**config.mk**
```make
export PLATFORM = sky130hd
export DESIGN_NAME = wb_burst_master_flat
export DESIGN_NICKNAME = d
export VERILOG_FILES = /design/src/rtl/wbm_pkg.sv /design/src/rtl/wb_burst_master_if.sv /design/src/rtl/wbm_sync_fifo.sv /design/src/rtl/wb_burst_master.sv /design/src/flat_wrapper.sv
export SDC_FILE = /design/constraint.sdc
export NUM_CORES = 1
export LEC_CHECK = 0
export CAP_MARGIN = 20
export CORE_ASPECT_RATIO = 0.8
export CORE_MARGIN = 2
export CORE_UTILIZATION = 55
export DETAILED_ROUTE_END_ITERATION = 12
export PLACE_DENSITY = 0.92
export SYNTH_ARGS = -nofsm -noshare
export SYNTH_HDL_FRONTEND = slang
export SYNTH_SLANG_ARGS = --single-unit
```
**constraint.sdc**
```tcl
create_clock -name sys_clk -period 9 [get_ports sys_clk]
set_input_delay 1.8 -clock sys_clk [delete_from_list [all_inputs] [get_ports sys_clk]]
set_output_delay 1.8 -clock sys_clk [all_outputs]
set_load 0.01 [all_outputs]
```
**src/rtl/wbm_pkg.sv**
```systemverilog
// Shared types and constants for the Wishbone burst master.
package wbm_pkg;

  localparam logic [2:0] CTI_CLASSIC = 3'b000;
  localparam logic [2:0] CTI_INCR    = 3'b010;
  localparam logic [2:0] CTI_EOB     = 3'b111;

  localparam int CMD_AW  = 32;
  localparam int CMD_BLW = 5;

  typedef enum logic [1:0] {IDLE, WR, RD, DONE} wbm_state_e;

  typedef struct packed {
    logic              we;
    logic [CMD_AW-1:0] addr;
    logic [CMD_BLW-1:0] bl;
  } wbm_cmd_t;

endpackage

```
**src/rtl/wb_burst_master_if.sv**
```systemverilog
// Wishbone B3 bus bundle between the burst master and the SDRAM controller slave port.
interface wb_burst_master_if #(
  parameter int DW = 32,
  parameter int AW = 32
) ();
  logic          wb_cyc_o;
  logic          wb_stb_o;
  logic          wb_we_o;
  logic [AW-1:0] wb_addr_o;
  logic [DW-1:0] wb_dat_o;
  logic [DW/8-1:0] wb_sel_o;
  logic [2:0]    wb_cti_o;
  logic          wb_ack_i;
  logic [DW-1:0] wb_dat_i;

  modport master (
    output wb_cyc_o, wb_stb_o, wb_we_o, wb_addr_o, wb_dat_o, wb_sel_o, wb_cti_o,
    input  wb_ack_i, wb_dat_i
  );

  modport slave (
    input  wb_cyc_o, wb_stb_o, wb_we_o, wb_addr_o, wb_dat_o, wb_sel_o, wb_cti_o,
    output wb_ack_i, wb_dat_i
  );
endinterface

```
**src/rtl/wbm_sync_fifo.sv**
```systemverilog
// Synchronous FIFO with registered full/empty flags, sync active-low reset and flush.
module wbm_sync_fifo #(
  parameter int W     = 36,
  parameter int DEPTH = 8
) (
  input  logic         clk_sys,
  input  logic         rst_b,
  input  logic         flush,
  input  logic         push,
  input  logic [W-1:0] push_data,
  input  logic         pop,
  output logic [W-1:0] pop_data,
  output logic         full,
  output logic         empty
);
  localparam int PW = $clog2(DEPTH);

  logic [W-1:0]  mem [DEPTH];
  logic [PW-1:0] wr_ptr, rd_ptr;
  logic [PW:0]   count, count_nxt;
  logic          do_push, do_pop;

  assign do_push  = push && !full;
  assign do_pop   = pop && !empty;
  assign pop_data = mem[rd_ptr];

  always_comb begin
    count_nxt = count;
    if (do_push && !do_pop)
      count_nxt = count + (PW+1)'(1);
    else if (!do_push && do_pop)
      count_nxt = count - (PW+1)'(1);
  end

  always_ff @(posedge clk_sys) begin
    if (!rst_b || flush) begin
      wr_ptr <= '0;
      rd_ptr <= '0;
      count  <= '0;
      full   <= 1'b0;
      empty  <= 1'b1;
    end else begin
      if (do_push) wr_ptr <= wr_ptr + PW'(1);
      if (do_pop)  rd_ptr <= rd_ptr + PW'(1);
      count <= count_nxt;
      full  <= (count_nxt == (PW+1)'(DEPTH));
      empty <= (count_nxt == '0);
    end
  end

  // Storage needs no reset; the pointers alone define validity.
  always_ff @(posedge clk_sys) begin
    if (do_push) mem[wr_ptr] <= push_data;
  end
endmodule

```
**src/rtl/wb_burst_master.sv**
```systemverilog
// Command-driven Wishbone B3 incrementing-burst master with write-data FIFO.
// Define WBM_TIMEOUT_EN to add the no-ack watchdog and its err pulse.
//
// state | meaning
// IDLE  | cmd_ready high, waiting for a command
// WR    | write burst in progress, stb follows FIFO non-empty
// RD    | read burst in progress, stb held high
// DONE  | one-cycle completion pulse, bus released
module wb_burst_master
  import wbm_pkg::*;
#(
  parameter int DW          = 32,
  parameter int AW          = 32,
  parameter int BLW         = 5,
  parameter int WFIFO_DEPTH = 8,
  parameter int TIMEOUT_CYC = 1024
) (
  input  logic             sys_clk,
  input  logic             RESETN,
  input  logic             cmd_valid,
  output logic             cmd_ready,
  input  logic             cmd_we,
  input  logic [AW-1:0]    cmd_addr,
  input  logic [BLW-1:0]   cmd_bl,
  input  logic             wdat_valid,
  output logic             wdat_ready,
  input  logic [DW-1:0]    wdat_data,
  input  logic [DW/8-1:0]  wdat_sel,
  output logic             rdat_valid,
  output logic [DW-1:0]    rdat_data,
  output logic             busy,
  output logic             done,
  wb_burst_master_if.master wb
`ifdef WBM_TIMEOUT_EN
  , output logic           err
`endif
);
  localparam int FW = DW + DW/8;

  wbm_state_e state, state_nxt;
  wbm_cmd_t   cmd_q;

  logic [FW-1:0]   fifo_rd;
  logic            fifo_full, fifo_empty, fifo_push, fifo_pop, fifo_flush;
  logic [BLW-1:0]  bl_eff;
  logic            last, beat_ack;
  logic            cyc, stb;
  logic [DW-1:0]   dat;
  logic [DW/8-1:0] sel;

  assign wdat_ready = !fifo_full;
  assign fifo_push  = wdat_valid && wdat_ready;

  wbm_sync_fifo #(
    .W     (FW),
    .DEPTH (WFIFO_DEPTH)
  ) u_wfifo (
    .clk_sys   (sys_clk),
    .rst_b     (RESETN),
    .flush     (fifo_flush),
    .push      (fifo_push),
    .push_data ({wdat_sel, wdat_data}),
    .pop       (fifo_pop),
    .pop_data  (fifo_rd),
    .full      (fifo_full),
    .empty     (fifo_empty)
  );

  assign bl_eff = (cmd_bl == '0) ? BLW'(1) : cmd_bl;
  assign last   = (cmd_q.bl == CMD_BLW'(1));

`ifdef WBM_TIMEOUT_EN
  localparam int WD_W = $clog2(TIMEOUT_CYC + 1);
  logic [WD_W-1:0] wd_cnt;
  logic            timeout_hit;
`endif

  always_comb begin
    state_nxt = state;
    cmd_ready = 1'b0;
    cyc       = 1'b0;
    stb       = 1'b0;
    dat       = '0;
    sel       = '0;
    fifo_pop  = 1'b0;
    beat_ack  = 1'b0;
`ifdef WBM_TIMEOUT_EN
    timeout_hit = 1'b0;
`endif
    case (state)
      IDLE: begin
        cmd_ready = 1'b1;
        if (cmd_valid) state_nxt = cmd_we ? WR : RD;
      end
      WR: begin
        cyc      = 1'b1;
        stb      = !fifo_empty;
        dat      = stb ? fifo_rd[DW-1:0] : '0;
        sel      = stb ? fifo_rd[FW-1:DW] : '0;
        beat_ack = stb && wb.wb_ack_i;
        fifo_pop = beat_ack;
        if (beat_ack && last) state_nxt = DONE;
      end
      RD: begin
        cyc      = 1'b1;
        stb      = 1'b1;
        sel      = '1;
        beat_ack = wb.wb_ack_i;
        if (beat_ack && last) state_nxt = DONE;
      end
      DONE:    state_nxt = IDLE;
      default: state_nxt = IDLE;
    endcase
`ifdef WBM_TIMEOUT_EN
    // Watchdog abort overrides the burst: the counter would reach the limit on this edge.
    if (stb && !wb.wb_ack_i && wd_cnt == WD_W'(TIMEOUT_CYC - 1)) begin
      timeout_hit = 1'b1;
      state_nxt   = IDLE;
    end
`endif
  end

`ifdef WBM_TIMEOUT_EN
  assign fifo_flush = timeout_hit;
`else
  assign fifo_flush = 1'b0;
`endif

  always_ff @(posedge sys_clk) begin
    if (!RESETN) state <= IDLE;
    else         state <= state_nxt;
  end

  always_ff @(posedge sys_clk) begin
    if (!RESETN) begin
      cmd_q      <= '0;
      rdat_valid <= 1'b0;
      rdat_data  <= '0;
    end else begin
      if (cmd_valid && cmd_ready) begin
        cmd_q <= '{we:   cmd_we,
                   addr: CMD_AW'(cmd_addr & ~AW'(DW/8 - 1)),
                   bl:   CMD_BLW'(bl_eff)};
      end else if (beat_ack) begin
        cmd_q.bl   <= cmd_q.bl - CMD_BLW'(1);
        cmd_q.addr <= cmd_q.addr + CMD_AW'(DW/8);
      end
      rdat_valid <= (state == RD) && beat_ack;
      if ((state == RD) && beat_ack) rdat_data <= wb.wb_dat_i;
    end
  end

`ifdef WBM_TIMEOUT_EN
  always_ff @(posedge sys_clk) begin
    if (!RESETN) begin
      wd_cnt <= '0;
      err    <= 1'b0;
    end else begin
      err <= timeout_hit;
      if (timeout_hit || beat_ack || !cyc) wd_cnt <= '0;
      else if (stb)                        wd_cnt <= wd_cnt + WD_W'(1);
    end
  end
`endif

  assign busy = (state != IDLE);
  assign done = (state == DONE);

  assign wb.wb_cyc_o  = cyc;
  assign wb.wb_stb_o  = stb;
  assign wb.wb_we_o   = cyc && cmd_q.we;
  assign wb.wb_addr_o = cyc ? AW'(cmd_q.addr) : '0;
  assign wb.wb_dat_o  = dat;
  assign wb.wb_sel_o  = sel;
  assign wb.wb_cti_o  = !cyc ? CTI_CLASSIC : (last ? CTI_EOB : CTI_INCR);
endmodule

```
**src/flat_wrapper.sv**
```systemverilog
// flat-port wrapper written by rule: the top's interface ports become plain ports
module wb_burst_master_flat import wbm_pkg::*;
#(
  parameter int DW          = 32,
  parameter int AW          = 32,
  parameter int BLW         = 5,
  parameter int WFIFO_DEPTH = 8,
  parameter int TIMEOUT_CYC = 1024
)
  (sys_clk, RESETN, cmd_valid, cmd_ready, cmd_we, cmd_addr, cmd_bl, wdat_valid, wdat_ready, wdat_data, wdat_sel, rdat_valid, rdat_data, busy, done, wb_wb_cyc_o, wb_wb_stb_o, wb_wb_we_o, wb_wb_addr_o, wb_wb_dat_o, wb_wb_sel_o, wb_wb_cti_o, wb_wb_ack_i, wb_wb_dat_i);
  wb_burst_master_if #(.DW(DW), .AW(AW)) wb_i ();
  input  logic sys_clk;
  input  logic RESETN;
  input  logic cmd_valid;
  output logic cmd_ready;
  input  logic cmd_we;
  input  logic [AW-1:0] cmd_addr;
  input  logic [BLW-1:0] cmd_bl;
  input  logic wdat_valid;
  output logic wdat_ready;
  input  logic [DW-1:0] wdat_data;
  input  logic [DW/8-1:0] wdat_sel;
  output logic rdat_valid;
  output logic [DW-1:0] rdat_data;
  output logic busy;
  output logic done;
  output wire logic [$bits(wb_i.wb_cyc_o)-1:0] wb_wb_cyc_o;
  output wire logic [$bits(wb_i.wb_stb_o)-1:0] wb_wb_stb_o;
  output wire logic [$bits(wb_i.wb_we_o)-1:0] wb_wb_we_o;
  output wire logic [$bits(wb_i.wb_addr_o)-1:0] wb_wb_addr_o;
  output wire logic [$bits(wb_i.wb_dat_o)-1:0] wb_wb_dat_o;
  output wire logic [$bits(wb_i.wb_sel_o)-1:0] wb_wb_sel_o;
  output wire logic [$bits(wb_i.wb_cti_o)-1:0] wb_wb_cti_o;
  input wire logic [$bits(wb_i.wb_ack_i)-1:0] wb_wb_ack_i;
  input wire logic [$bits(wb_i.wb_dat_i)-1:0] wb_wb_dat_i;
  assign wb_wb_cyc_o = wb_i.wb_cyc_o;
  assign wb_wb_stb_o = wb_i.wb_stb_o;
  assign wb_wb_we_o = wb_i.wb_we_o;
  assign wb_wb_addr_o = wb_i.wb_addr_o;
  assign wb_wb_dat_o = wb_i.wb_dat_o;
  assign wb_wb_sel_o = wb_i.wb_sel_o;
  assign wb_wb_cti_o = wb_i.wb_cti_o;
  assign wb_i.wb_ack_i = wb_wb_ack_i;
  assign wb_i.wb_dat_i = wb_wb_dat_i;
  wb_burst_master #(.DW(DW), .AW(AW), .BLW(BLW), .WFIFO_DEPTH(WFIFO_DEPTH), .TIMEOUT_CYC(TIMEOUT_CYC)) u_core (.sys_clk(sys_clk), .RESETN(RESETN), .cmd_valid(cmd_valid), .cmd_ready(cmd_ready), .cmd_we(cmd_we), .cmd_addr(cmd_addr), .cmd_bl(cmd_bl), .wdat_valid(wdat_valid), .wdat_ready(wdat_ready), .wdat_data(wdat_data), .wdat_sel(wdat_sel), .rdat_valid(rdat_valid), .rdat_data(rdat_data), .busy(busy), .done(done), .wb(wb_i));
endmodule
```
# After elaboration in Yosys (flattened, before gate mapping)

Memory sizes are Yosys's and may differ from the RTL's. A register that Yosys moved wholly into a read port is not among the register bits.
Index checks and enable logic that the tools add are counted.

Register bits: 85
Memory bits (writable): 288
Input bits: 111
Word-level logic and storage cells: 77
Memories: 1

Memory list:

| name               | depth | width | rd ports | clocked after memory_dff | write ports | RTL line            | text |
|---|---|---|---|---|---|---|---|
| u_core.u_wfifo.mem | 8     | 36    | 1        | 1                        | 1           | wbm_sync_fifo.sv:18 | `logic [W-1:0] mem [DEPTH];` |

Add/sub/neg operators: 6
Equal/unequal tests: 8
Mux-type cells: 26
Bitwise logic cells: 1
Reduce and logical (&&, ||, !) cells: 23

Operators by type and width:

| cell                                                  | number |
|---|---|
| 2-to-1 mux 32 bit                                     | 3 |
| 2-to-1 mux 37 bit                                     | 2 |
| adder 32 x 3 -> 32 bit, second input constant         | 1 |
| 2-to-1 mux 3 bit                                      | 4 |
| 2-to-1 mux 4 bit                                      | 3 |
| logical AND 1 bit                                     | 11 |
| 2-to-1 mux 2 bit                                      | 4 |
| one-hot mux 2 bit (4 select lines)                    | 1 |
| one-hot mux 4 bit (2 select lines)                    | 1 |
| adder 3 x 1 -> 3 bit, second input constant           | 2 |
| equality test 5 x 1 -> 1 bit, second input constant   | 1 |
| zero test 5 bit                                       | 1 |
| 2-to-1 mux 1 bit                                      | 5 |
| 2-to-1 mux 5 bit                                      | 1 |
| subtractor 5 x 1 -> 5 bit, second input constant      | 1 |
| adder 4 x 1 -> 4 bit, second input constant           | 1 |
| equality test 2 bit, second input constant            | 2 |
| equality test 4 bit, second input constant            | 1 |
| zero test 1 bit                                       | 4 |
| zero test 4 bit                                       | 1 |
| inequality test 2 x 1 -> 1 bit, second input constant | 2 |
| one-hot mux 1 bit (2 select lines)                    | 2 |
| nonzero test 2 bit                                    | 2 |
| OR reduction 2 bit                                    | 2 |
| other kinds (6)                                       | 6 |

# Depth between registers and ports, before layout

Depth after elaboration: 8
Depth in mapped cells: 8
Gate-level depth less buffers: 7

# Hierarchy

A second synthesis with hierarchy kept.

Cell total of the unflattened synthesis: 992
Area total of the unflattened synthesis: 15,615.0 um^2

Modules (own cells, without submodules):

| module          | times used | cells each | area each (um^2) |
|---|---|---|---|
| wbm_sync_fifo   | 1          | 501        | 11,772.5 |
| wb_burst_master | 1          | 491        | 3,842.4 |

# Least setup slack after synthesis

Ideal clock, no wire load.

Path type: input-to-reg
Start: input port wdat_valid
End: memory u_core.u_wfifo.mem[4][0] (enable)
Setup time: 532 ps
Arrival: 5,827 ps
Data required time: 8,468 ps
Slack: 2,641 ps
Stages on the path: 3
Path buffers: 1
Cells stage by stage: nand2b_1 clkbuf_1 nor4b_1

Longest elaborated chain between the ends: 4

Ends and longest elaborated chain:

| item                                   | RTL line              | text |
|---|---|---|
| from (decl)                            | flat_wrapper.sv:19    | `input logic wdat_valid;` |
| logical AND 1 bit                      | wb_burst_master.sv:52 | `assign fifo_push = wdat_valid && wdat_ready;` |
| logical AND 1 bit                      | wbm_sync_fifo.sv:23   | `assign do_push = push && !full;` |
| 2-to-1 mux 1 bit                       | wbm_sync_fifo.sv:53   | `if (do_push) mem[wr_ptr] <= push_data;` |
| 2-to-1 mux 1 bit (implied by the code) | wbm_sync_fifo.sv:53   |  |
| to (decl)                              | wbm_sync_fifo.sv:18   |  |

No other way between the ends.

==> results.ini <==
[route]
finalWirelength_microns=33400
drc=0
dr_total_vias=9107
ant_nets=0
first_pass_iters=8
wl_per_cell_microns=21.0
vias_per_cell=5.72
drtIter0Drc=788

[critical_path]
r2r_end=u_core.cmd_q[20]$_SDFFE_PN0P_
required_ps=7200
worstReg2RegStart=u_core.state[0]$_SDFFE_PN0P_
crit_fanout=48
startpoint_type=flip-flop
cp-endpoint=wb_wb_sel_o[1]
reg2reg_slack_ps=6250
reg2reg_depth=8
setup.worst_path.end_class=output port
worstPathArrival_ps=3690
critical_path_class=flip-flop to output port

[timing]
drv_slew=0
setup_tns_ps=0
fin_crit_sh=0.610
fmax_mhz=182
slew_headroom=0.291
min_period_ps=5490
worst_slew_pin_slew_ps=1060
skew_ps=24.5
hold_violations=0
rsz0062_at_grt=no
timing.hold.ws_ps=453
setup_viol=0

[synthesis]
synth_edf_count=288
synth_area_per_cell_sq_um=15.5
synth_top_area_frac=0.569
ys_seq_area_frac=0.683
yosysWarnings=0
synth_area_sq_mm=0.0152
synth.ff_latch_count=374
synthArstFlopShare=0
ys_top_cells_by_area=edfxtp_1, dfxtp_1, mux4_2
yosysTopAreaCell=edfxtp_1
synth.distinct_cells=60
synthFlopType=edfxtp_1
syn_inst=980

[global_routing]
grt_max_degree=69
grt.overflow.total=0
grt_pass1_wl_microns=51100
grt_use_total=0.229
grt_pass1_vias=9192
antenna_found_initial=1

[floorplan]
die_y_microns=153
die_x_microns=190
start_util=0.558
ios=222
dieArea_sq_mm=0.0290
rows=54
core_area_sq_mm=0.0272

[cells_and_area]
drive_above_1_share=0.142
area_delta_synth_final_pct=24.9
nets=1323
fill_cells=1716

[clock_tree]
tritoncts=yes
numCtsBuffers=38
cts_hold_buf=0
clock-sinks=374
cts_root_buf=clkbuf_16
clkLatencyLatePin_ps=520
clk_pin_slew_ps=60
htree_levels=2
cts_setup_buffers=0
cts.path.max_buffers=3
post_cts_resized=0

[hold_path]
min_path_type=flip-flop to flip-flop

[outcome]
status=finished, final reports clean

[placement]
port_buffers=217
dp_hpwl_microns=20100
gp_congestion=0.832

[flow_run]
maxCapViolations=0

[power]
powerDensity_mw_per_mm2=228
cellLeakagePower_nw=6.06
vdd_ir_drop_max_mv=0.163

==> power by group <==
| part | switching, mW | internal [mW] | leakage [nW] | total [mW] |
|---|---|---|---|---|
| logic | 0.413 | 0.406 | 2.16 | 0.820 |
| registers | 0.0868 | 1.96 | 3.32 | 2.05 |
| clock network | 0.626 | 0.839 | 0.575 | 1.47 |
==> critical path, cell delays in order (launching register included) <==
cell and delay, ps:
dfxtp_4 680, buf_4 820, mux4_2 590, mux2i_1 260, o21ai_0 230, clkdlybuf4s50_1 540
==> cell type report <==
type                            count  area, sq um  share of cell area
Sequential cell                   374        10400               0.547
Multi-Input combinational cell    534         4520               0.238
Timing Repair Buffer              240         2390               0.126
Clock buffer                       51         1070              0.0565
Tap cell                          364          455              0.0240
Clock inverter                     14         90.1             0.00475
Inverter                           13         62.6             0.00330
Antenna cell                        1         2.50            0.000132
==> cell families after synthesis <==
kind of cell / synth area share
flip-flops: 0.683
AND/OR/NAND/NOR: 0.0830
AO/OA/AOI/OAI: 0.0495
multiplexers: 0.132
buffers and inverters: 0.0228
XOR/XNOR: 0.0208
adder cells (fa/ha/maj): 0.00906
other: 0.000247
==> registers in the layout (all words and copies together) (netlist names), 2 cells and up, named ones only <==
name and flops:
u_core.u_wfifo.rd_ptr 3, u_core.state 2, u_core.cmd_q 36, u_core.u_wfifo.mem 288
u_core.u_wfifo.wr_ptr 3, u_core.u_wfifo.count 4, u_core.rdat_data 32
==> metal layers <==
| layer | track usage | vias to the layer above | wire length, microns |
|---|---|---|---|
| met1 | 0.319 | 4599 | 14300 |
| met2 | 0.376 | 260 | 16400 |
| met4 | 0.0749 | 0 | 977 |
| li1 | - | 4172 | - |
| met3 | 0.0357 | 76 | 1630 |
| met5 | 0 | - | 0 |
==> how the worst min path moves through the flow <==
stage	slack, ps	from	cells past startpoint	endpoint
2_1_floorplan	430	u_core.cmd_q[37]$_SDFFE_PN0P_	2	u_core.cmd_q[37]$_SDFFE_PN0P_
3_3_place_gp	440	u_core.cmd_q[37]$_SDFFE_PN0P_	2	u_core.cmd_q[37]$_SDFFE_PN0P_
3_5_place_dp	450	u_core.rdat_data[8]$_SDFFE_PN0P_	2	u_core.rdat_data[8]$_SDFFE_PN0P_
4_1_cts	450	u_core.rdat_data[8]$_SDFFE_PN0P_	2	u_core.rdat_data[8]$_SDFFE_PN0P_
5_1_grt	470	u_core.rdat_data[19]$_SDFFE_PN0P_	2	u_core.rdat_data[19]$_SDFFE_PN0P_
6_report	450	u_core.rdat_data[20]$_SDFFE_PN0P_	2	u_core.rdat_data[20]$_SDFFE_PN0P_
==> layout by cell type, fill, tap and decap left out, drive strengths merged, types with 32 or more instances in the layout <==
master / n
nor2: 53
clkdlybuf4s50: 217
clkbuf: 51
dfxtp: 86
o21ai: 32
mux2i: 38
edfxtp: 288
and2: 34
a21oi: 68
nand2: 96
mux4: 72
==> through the flow <==
| step | area, sq um | instances | utilization | total power [mW] | worst slack, ps |
|---|---|---|---|---|---|
| after detailed placement | 17800 | 1523 | 0.652 | 2.87 | 3960 |
| after floorplan | 15200 | 981 | - | 2.52 | 2640 |
| after global routing | 19000 | 1591 | 0.697 | 4.51 | 3220 |
| after global placement | 17700 | 1522 | 0.652 | 2.84 | 4010 |
| final | 19000 | 1591 | 0.697 | 4.33 | 3510 |
| after CTS | 18900 | 1588 | 0.695 | 4.33 | 3400 |
==> cell usage after synthesis, types with 2 or more instances <==
master,instances
or4_1,2
a211oi_1,5
edfxtp_1,288
and4_1,2
and3_1,4
buf_2,15
nand4_1,13
clkbuf_1,34
and3b_1,2
mux2i_1,38
dfxtp_1,86
xor2_1,23
nand3b_1,2
ha_1,11
a21oi_1,67
and2_1,33
nand2_1,96
inv_1,11
nand2b_1,2
nand3_1,16
buf_4,6
mux4_2,72
nor4_1,4
nor4b_1,2
a2bb2oi_1,2
o31ai_1,2
buf_1,3
nor3_1,6
nor2_1,53
o21ai_0,32
o211ai_1,3
a2111oi_4,2
xnor2_1,13
nor3b_1,3
o22a_1,2
Power figures use the tool's default switching activity.
